===== src/rtl/mux_tree_tapbuf_mem_dbuf_pkg.sv =====
// Shared types and helpers for the double-buffered configuration memory.
package ccff_mem_pkg;

  // Load progress, decoded from the shift counter.
  typedef enum logic [1:0] {
    ST_EMPTY   = 2'd0,
    ST_FILLING = 2'd1,
    ST_FULL    = 2'd2
  } ccff_state_e;

  // Width of a counter that must represent 0..width inclusive.
  function automatic int cnt_w(input int width);
    return $clog2(width + 1);
  endfunction

endpackage


===== src/rtl/mux_tree_tapbuf_mem_dbuf_shadow_chain.sv =====
// Shadow shift chain: WIDTH-bit enabled shift register, serial in at bit 0.
module ccff_shadow_chain #(
  parameter int              WIDTH     = 3,
  parameter logic [WIDTH-1:0] RESET_VAL = '0
) (
  input  logic             i_clk,
  input  logic             i_rst,
  input  logic             i_en,
  input  logic             i_din,
  output logic [WIDTH-1:0] o_q
);

  generate
    if (WIDTH == 1) begin : g_single
      // Single-bit chain: the flop just captures the serial input.
      always_ff @(posedge i_clk or posedge i_rst) begin
        if (i_rst)     o_q <= RESET_VAL;
        else if (i_en) o_q <= i_din;
      end
    end else begin : g_multi
      // Shift toward the MSB; the MSB flop is the serial output.
      always_ff @(posedge i_clk or posedge i_rst) begin
        if (i_rst)     o_q <= RESET_VAL;
        else if (i_en) o_q <= {o_q[WIDTH-2:0], i_din};
      end
    end
  endgenerate

endmodule


===== src/rtl/mux_tree_tapbuf_mem_dbuf.sv =====
// Double-buffered mux configuration memory: serial shadow chain plus an
// active register that only changes on an accepted commit or on reset.
module mux_tree_tapbuf_mem_dbuf
  import ccff_mem_pkg::*;
#(
  parameter int               WIDTH     = 3,
  parameter logic [WIDTH-1:0] RESET_VAL = '0,
  localparam int              CW        = cnt_w(WIDTH)
) (
  input  logic          prog_clk,
  input  logic          prog_reset,
  input  logic          ccff_head,
  input  logic          ccff_en,
  input  logic          ccff_commit,
  output logic          ccff_tail,
  output logic [0:WIDTH-1] mem_out,
  output logic [0:WIDTH-1] mem_outb,
  output logic [CW-1:0] shift_cnt,
  output logic          loaded,
  output logic          overflow,
  output logic          commit_rej
);

  localparam logic [CW-1:0] FULL_CNT = CW'(WIDTH);

  logic [WIDTH-1:0] w_shadow;
  logic [WIDTH-1:0] r_active;
  logic [CW-1:0]    r_cnt;
  logic             r_ovf;
  logic             r_rej;
  ccff_state_e      w_state;
  logic             w_accept;

  ccff_shadow_chain #(
    .WIDTH    (WIDTH),
    .RESET_VAL(RESET_VAL)
  ) u_chain (
    .i_clk(prog_clk),
    .i_rst(prog_reset),
    .i_en (ccff_en),
    .i_din(ccff_head),
    .o_q  (w_shadow)
  );

  // Load state is a pure decode of the shift counter.
  always_comb begin
    w_state = ST_FILLING;
    if (r_cnt == '0)          w_state = ST_EMPTY;
    else if (r_cnt == FULL_CNT) w_state = ST_FULL;
  end

  // A commit is only taken on a full, quiet chain; a simultaneous shift wins.
  assign w_accept = ccff_commit && !ccff_en && (w_state == ST_FULL);

  // Counter, sticky overflow, reject pulse and active register.
  always_ff @(posedge prog_clk or posedge prog_reset) begin
    if (prog_reset) begin
      r_active <= RESET_VAL;
      r_cnt    <= '0;
      r_ovf    <= 1'b0;
      r_rej    <= 1'b0;
    end else begin
      r_rej <= ccff_commit && !w_accept;
      if (w_accept) begin
        r_active <= w_shadow;
        r_cnt    <= '0;
        r_ovf    <= 1'b0;
      end else if (ccff_en) begin
        if (w_state == ST_FULL) r_ovf <= 1'b1;
        else                    r_cnt <= r_cnt + CW'(1);
      end
    end
  end

  assign ccff_tail  = w_shadow[WIDTH-1];
  assign mem_out    = r_active;
  assign mem_outb   = ~r_active;
  assign shift_cnt  = r_cnt;
  assign loaded     = (w_state == ST_FULL);
  assign overflow   = r_ovf;
  assign commit_rej = r_rej;

endmodule


===== config.mk =====
export PLATFORM = sky130hd
export DESIGN_NAME = mux_tree_tapbuf_mem_dbuf
export DESIGN_NICKNAME = d
export VERILOG_FILES = /design/src/rtl/mux_tree_tapbuf_mem_dbuf_pkg.sv /design/src/rtl/mux_tree_tapbuf_mem_dbuf_shadow_chain.sv /design/src/rtl/mux_tree_tapbuf_mem_dbuf.sv
export SDC_FILE = /design/constraint.sdc
export NUM_CORES = 1
export LEC_CHECK = 0
export ABC_AREA = 1
export CAP_MARGIN = 20
export CORE_AREA = 3 3 40 42
export CTS_CLUSTER_DIAMETER = 100
export CTS_CLUSTER_SIZE = 10
export DETAILED_ROUTE_END_ITERATION = 6
export DIE_AREA = 0 0 43 45
export SKIP_CTS_REPAIR_TIMING = 1
export SYNTH_ARGS = -nofsm -noshare
export SYNTH_HDL_FRONTEND = slang
export SYNTH_HIERARCHICAL = 1
export SYNTH_SLANG_ARGS = --single-unit

===== constraint.sdc =====
create_clock -name prog_clk -period 1.2 [get_ports prog_clk]
set_clock_uncertainty 0.1 [all_clocks]
set_input_delay 0.18 -clock prog_clk [delete_from_list [all_inputs] [get_ports prog_clk]]
set_output_delay 0.18 -clock prog_clk [all_outputs]
set_load 0.02 [all_outputs]

; Word-level counts from Yosys, hierarchy flattened
; Cells that the tools add are included.
[classes]
addsub = 1
eq_ne = 3
n_mux = 8
bitwise_logic = 1
n_reduce_logical = 10
[ops]
columns = operator, n
row1 = $mux W2, 5
row2 = $eq A2 B2 Y1 const B, 2
row3 = $reduce_and A2 Y1, 2
row4 = $reduce_bool A2 Y1, 2
row5 = $logic_and A1 B1 Y1, 3
row6 = $mux W1, 3
row7 = $not A3 Y3, 1
row8 = $add A2 B1 Y2 const B, 1
row9 = $logic_not A1 Y1, 2
row10 = $logic_not A2 Y1, 1
row11 = $ne A2 B1 Y1 const B, 1
[totals]
regBits = 10
inputBits = 5
elab_cells = 28

; Longest topological paths before layout
[depth]
word_depth = 7
mapped_depth = 6
ltp_nobuf = 6

; Modules after synthesis
; The synthesis kept the hierarchy.
[modules_own_cells]
columns = mod, instances, cells_each, area_per_inst_um2, seq_area_each_um2
row1 = mux_tree_tapbuf_mem_dbuf, 1, 35, 310.3, 175.2
row2 = ccff_shadow_chain, 1, 14, 116.4, 75.1

; Worst setup path after synthesis
; OpenSTA, ideal clock, no wires.
[synth_path]
kind = reg2reg
startpoint = register r_cnt[0], in the netlist shift_cnt[0]
endpoint = register r_active[2], in the netlist mem_out[0]
setup_ns = 0.131
t_arrival_ns = 1.183
required_ns = 0.969
path_slack_ns = -0.214
stages_incl_launch_ff = 5
path_buffers = 0
period_less_slack_ns = 1.414
cell_sequence = dfrtp_1 -> ha_1 -> nand2_1 -> nor2_4 -> o21ai_0
[synth_between]
elab_chain_len = 5
[synth_lines]
columns = element, line
row1 = "start, declared", mux_tree_tapbuf_mem_dbuf.sv:28  ; logic [CW-1:0] r_cnt;
row2 = "start signal, assigned", mux_tree_tapbuf_mem_dbuf.sv:70  ; else r_cnt <= r_cnt + CW'(1);
row3 = $eq A2 B2 Y1, mux_tree_tapbuf_mem_dbuf.sv:49  ; else if (r_cnt == FULL_CNT) w_state = ST_FULL;
row4 = $mux W2, mux_tree_tapbuf_mem_dbuf.sv:49
row5 = $mux W2 (*), mux_tree_tapbuf_mem_dbuf.sv:48  ; if (r_cnt == '0) w_state = ST_EMPTY;
row6 = $eq A2 B2 Y1 (*), --
row7 = net loaded, mux_tree_tapbuf_mem_dbuf.sv:19  ; output logic loaded,
row8 = $logic_and A1 B1 Y1 (*), mux_tree_tapbuf_mem_dbuf.sv:53  ; assign w_accept = ccff_commit && !ccff_en && (w_state == ST_FULL);
row9 = "end signal, assigned", mux_tree_tapbuf_mem_dbuf.sv:65  ; r_active <= w_shadow;
row10 = "end, declared", mux_tree_tapbuf_mem_dbuf.sv:27  ; logic [WIDTH-1:0] r_active;
; The timed path passes the listed nets; every way through them passes the cells marked *.
; A chain may end at the register's enable or synchronous reset.

; Final worst setup path
[layout_path]
startpoint = register r_cnt[1], in the netlist shift_cnt[1]
endpoint = output loaded
[layout_between]
elab_chain_len = 4
[layout_lines]
columns = element, line
row1 = $eq A2 B2 Y1, mux_tree_tapbuf_mem_dbuf.sv:49
row2 = $mux W2, mux_tree_tapbuf_mem_dbuf.sv:49
row3 = $mux W2 (*), mux_tree_tapbuf_mem_dbuf.sv:48
row4 = $eq A2 B2 Y1 (*), mux_tree_tapbuf_mem_dbuf.sv:79  ; assign loaded = (w_state == ST_FULL);
row5 = "end, declared", mux_tree_tapbuf_mem_dbuf.sv:19
; Mark *: on every way between the ends. The rest lies on a longest branch, timed or not.

==> impl_metrics.toml <==
[synth]
syn_avg_cell_area_um2 = 8.71
ys_types = 11
synth_ff_type = "dfrtp_1"
synth_edf_count = 0
yosysMostFrequentCell = "nand2_1"
synth_warnings = 6
synth-seq-area-share_pct = 58.7
synth_area_leaders = "dfrtp_1, nand2_1, inv_1"
synthCells = 49
synth_top_area_share_pct = 58.7
ys_async_sr_fraction_pct = 100
yosys.area.top_type = "dfrtp_1"
netlist_area_um2 = 427
syn-num-nets = 55
synth-seq-cells = 10
yosys-top-cells-count = "nand2_1, dfrtp_1, inv_1"

[timing]
fin_crit_ns = 1.30
slew_headroom_pct = 80.3
setup_viol = 2
worst_slack_ns = -0.102
slew_viol_final = 0
finalSetupTns_ns = -0.177
hold_viol = 0
period_share_pct = 109
grt_setup_unrepaired = "yes"
max_freq_mhz = 768
worst_pin_slew_ns = 0.296

[worst_setup_path]
required_ns = 0.92
worstSetupStartpoint = "shift_cnt[1]"
cp_slowest_cell = "dfrtp_2"
cp.depth = 2
arrival_ns = 1.02
r2r-end = "shift_cnt[0]"
end_kind = "output pin"
ff2ff_path_depth = 6
critPathMaxFanout = 3
start_kind = "register"
crit_chain = "ha_4 -> clkbuf_2"
critPathBufInv = 1
rrSetupSlack_ns = -0.07
r2r_start = "shift_cnt[1]"
cp-endpoint = "loaded"
slowest_delay_ns = 0.44
critPathTopFamily = "flip-flops"
crit_type = "reg -> out"

[layout]
final_util_pct = 58.4
num-nets-final = 85
final_area_um2 = 751
instances_no_fill = 93
layout-drive-gt1-share_pct = 37.2
syn_to_final_growth_pct = 76.0
num_antenna_cells = 0

[die]
die_area_um2 = 1940
start_util_pct = 33.2
fp.dieH_um = 45
row_count = 13
dieWidth_um = 43
coreArea_um2 = 1280
io_pins = 17

[power]
p_total_uw = 1790
p_leak_uw = 0.000445
ir_worst_vdd_uv = 1080
cellPowerDensity_nw_per_um2 = 2390

[detailed_routing]
totalWireLength_um = 940
postRouteAntennaNets = 0
num_vias = 387
drt_iter0_drc = 2
drt_pass1_iterations = 4
wl_per_cell_um = 10.1
vias_per_cell = 4.16
drc_errors = 0

[worst_hold_path]
min_path_type = "in -> async"

[clock_network]
cts_num_sinks = 10
clk_path_buf_depth = 2
cts_tree = "yes"
clock_latency_ns = 0.27
clk_pin_slew_ns = 0.07
cts-root-buf = "clkbuf_4"
htreeDepth = 1
cts-buffers-inserted = 3

[global_route]
grt_pass1_wl_um = 1460
antenna_found_initial = 0
grt_pass1_vias = 354
grt_usage_pct = 11.0
grt_max_degree = 8
grt-ovfl-total = 0

[place]
port_buffers = 16
gp_congestion = 0.744
placedCellCount = 88
place_area_um2 = 681
dpl.hpwl_um = 660

[job]
cap_violations = 0

[status]
violations = "negative setup slack"
status = "finished, violations left"
-- worst min-delay path by stage --
| stage | startpoint | cells after the start | end |
|---|---|---|---|
| after floorplan | prog_reset | 1 | u_chain/o_q[0] |
| after detailed placement | prog_reset | 2 | u_chain/o_q[2] |
| after global routing | prog_reset | 2 | u_chain/o_q[1] |
| after CTS | prog_reset | 2 | u_chain/o_q[1] |
| final | prog_reset | 2 | u_chain/o_q[1] |
| after global placement | prog_reset | 2 | u_chain/o_q[2] |
-- worst reg2reg max path: cells and delay by family, from the launching register on --
| family | cells | cell delay [ns] |
|---|---|---|
| and+or+nand+nor | 3 | 0.32 |
| DFF | 1 | 0.44 |
| buffers and inverters | 2 | 0.18 |
| adders and majority gates | 1 | 0.17 |
-- cell usage in the layout, fill, tap and decap left out, types with 2 or more instances in the layout --
cell type	count
buf_4	11
o21ai_0	3
clkbuf_2	3
inv_1	7
nand2_1	17
dlymetal6s2s_1	6
nand2_4	2
inv_2	2
clkbuf_4	3
dfrtp_2	2
clkdlybuf4s50_1	4
dfrtp_1	8
-- state kept, by name (all words and copies together) (netlist names) --
| signal | cells |
|---|---|
| mem_out | 3 |
| u_chain/o_q | 3 |
| shift_cnt | 2 |
| commit_rej | 1 |
| overflow | 1 |
-- cell families (layout without fill, tap and decap cells) --
logic type      count (synthesis)  count (layout)  share of synthesized area, %
fa+ha+maj                       1               1                          2.93
buf+inv                         9              38                          7.92
compound gates                  4               4                          4.69
simple gates                   25              25                          25.8
flops                          10              10                          58.7
-- area by class of cell --
cell class	instances	area [um^2]
multi-input cells	30	185
repair buffers	25	224
well taps	15	18.8
fillers	113	534
flip-flops and latches	10	253
inverters	9	33.8
clock buffers	4	36.3
-- metrics by stage --
stage / worst slack (ns) / hold slack [ns]
2_1_floorplan: 0.00932 / -0.166
6_report: -0.102 / 0.00727
4_1_cts: -0.491 / -0.00285
3_5_place_dp: -0.190 / 0.290
5_1_grt: -0.130 / 0.0307
3_3_place_gp: -0.176 / 0.281
-- power by group --
group	internal, uW	switching, uW
sequential	457	75.4
combinational	468	482
clock	184	125
-- metal layers --
metal,vias to the layer above,global-route usage (%),part of all wire [%]
met5,-,0,0
met4,0,12.7,1.9
met3,2,2.79,7.1
met2,10,15.6,49
met1,167,12.5,42
li1,208,-,-
Note: power is estimated with default switching activity, not from simulation.
==> RTL edit, RTL diff (config.mk and constraints unchanged) <==
Register the outputs `ccff_tail`, `mem_outb` and `loaded`, without a reset; this adds one clock of latency there. The other outputs are not delayed to match.
--- a/src/rtl/mux_tree_tapbuf_mem_dbuf.sv
+++ b/src/rtl/mux_tree_tapbuf_mem_dbuf.sv
@@ -73,9 +73,11 @@
   end
 
-  assign ccff_tail  = w_shadow[WIDTH-1];
   assign mem_out    = r_active;
-  assign mem_outb   = ~r_active;
   assign shift_cnt  = r_cnt;
-  assign loaded     = (w_state == ST_FULL);
+  always_ff @(posedge prog_clk) begin
+    ccff_tail <= w_shadow[WIDTH-1];
+    mem_outb  <= ~r_active;
+    loaded    <= (w_state == ST_FULL);
+  end
   assign overflow   = r_ovf;
   assign commit_rej = r_rej;
Formal check against the unedited RTL: not equivalent (Yosys sat finds a counterexample within 4 cycles, from zero or initial values and one cycle with prog_reset high).
==> RTL edit against the original RTL <==
Total power increased by 3.5%; critical path depth decreased by 1; maximum frequency increased by 13%; synthesized cell count increased by 10%; the run ends with hold timing left; routed wire length decreased by 2.1%; global-route usage decreased by 0.79 points; highest routed layer unchanged; area after synthesis increased by 23%; worst setup slack improved by 0.15 ns; largest cell class unchanged; sequential cell count increased by 5; non-clock buffer count decreased by 6; cell area increased by 5.5%.
==> RTL edit: results (changes against the original RTL) <==
* **status** finished, violations left
* **violated checks** hold timing
* **count of nets after finishing** 84, -1.2%
* **total number of vias** 395, +2.1%
* **number of distinct standard cells referenced by the synthesized netlist** 12, +1
* **synthesized-area fraction occupied by xor and xnor cells** 0, unchanged
* **number of global-route vias before repair** 346, -2.3%
* **end of the critical path** shift_cnt[1]
* **Critical R2R Launch** shift_cnt[1]
* **Hold Slack** -0.0125 ns, -0.0198 ns
* **r2r worst-path depth** 5, -1
* **peak supply drop** 1.01 mV, -6.5%
* **Crit path max-delay family** flip-flops
* **number of endpoints with negative hold slack in the final report** 3, +3
* **share of cells above drive strength 1** 0.195, -0.177
* **part of the Yosys area used for sequential elements** 0.665, +0.0786
* **Synth top area share** 0.475, -0.111
* **aggregate global-route resource usage** 0.102, -0.00792
* **net count after synthesis** 60, +9.1%
* **register-to-register path setup slack** 0.05 ns, +0.12 ns
* **Synth Flop Type** sky130_fd_sc_hd__dfrtp_1
* **Setup Slack @ Placement** -0.101 ns, +0.0890 ns
* **Internal Dissipation** 1.19 mW, +6.9%
* **top cell types by occurrence after synthesis** sky130_fd_sc_hd__nand2_1 (18), sky130_fd_sc_hd__dfrtp_1 (10), sky130_fd_sc_hd__inv_1 (8)
* **routed length per instance** 10.0 µm, -1.1%
* **Leak Pwr** 0.473 nW, +6.3%
* **DR iter-0 viols** 9, +7
* **average cell area after synthesis** 9.75 µm², +12%
* **worst rel slew slack** 0.813, +0.0109
* **post-synthesis compound-gate area fraction** 0.0380, -0.00892
* **post-synthesis adder-cell area fraction** 0.0238, -0.00557
* **wire length reported by the detailed router** 920 µm, -2.1%
* **number of antenna violations at the first check in global routing** 0, unchanged
* **main area contributors after synthesis** sky130_fd_sc_hd__dfrtp_1 (48%), sky130_fd_sc_hd__dfxtp_1 (19%), sky130_fd_sc_hd__nand2_1 (13%), sky130_fd_sc_hd__inv_1 (5.7%), sky130_fd_sc_hd__o21ai_0 (3.8%)
* **last weighted congestion value of the routability-driven placer** 0.714, -4.0%
* **Num CTS Buffers** 3, unchanged
* **Post-DP Area** 743 µm², +9.2%
* **Data arrival, critical path** 0.88 ns, -0.14 ns
* **Async S/R FF share, synth** 0.667, -0.333
* **Detail Route Antenna Nets** 0, unchanged
* **wire length of the first global-routing pass** 1370 µm, -5.6%
* **Setup Total Neg Slack** 0 ns, +0.177 ns
* **largest net degree at the start of global routing** 9, +1
RTL edit: cell types whose count changed in the layout (fill, tap and decap cells not counted), sizes merged:
| cell | change |
|---|---|
| buf | -9 |
| clkbuf | -1 |
| dfxtp | +5 |
| dlymetal6s2s | +4 |
RTL edit: power by group through the flow:
stage               logic [mW]  registers [mW]  clock network, mW
floorplan                0.197            1.02                  0
global placement         0.836           0.798                  0
detailed placement       0.833           0.802                  0
CTS                      0.836           0.791              0.288
global route             0.857           0.815              0.310
finish                   0.794           0.785              0.277
RTL edit: area by class of cell:
type,count,area (µm²)
fill,110,493
sequential,15,353
timing repair buffer,19,198
multi-input combinational,30,160
inverter,9,36.3
clock buffer,4,26.3
tap,15,18.8
RTL edit: layer usage:
layer | GRT usage | wire (µm) | part of all wire | vias up
li1 | - | - | - | 207
met1 | 0.122 | 412 | 0.45 | 170
met2 | 0.144 | 420 | 0.46 | 16
met3 | 0.0478 | 74 | 0.080 | 2
met4 | 0.0723 | 12 | 0.013 | 0
met5 | 0 | 0 | 0 | -
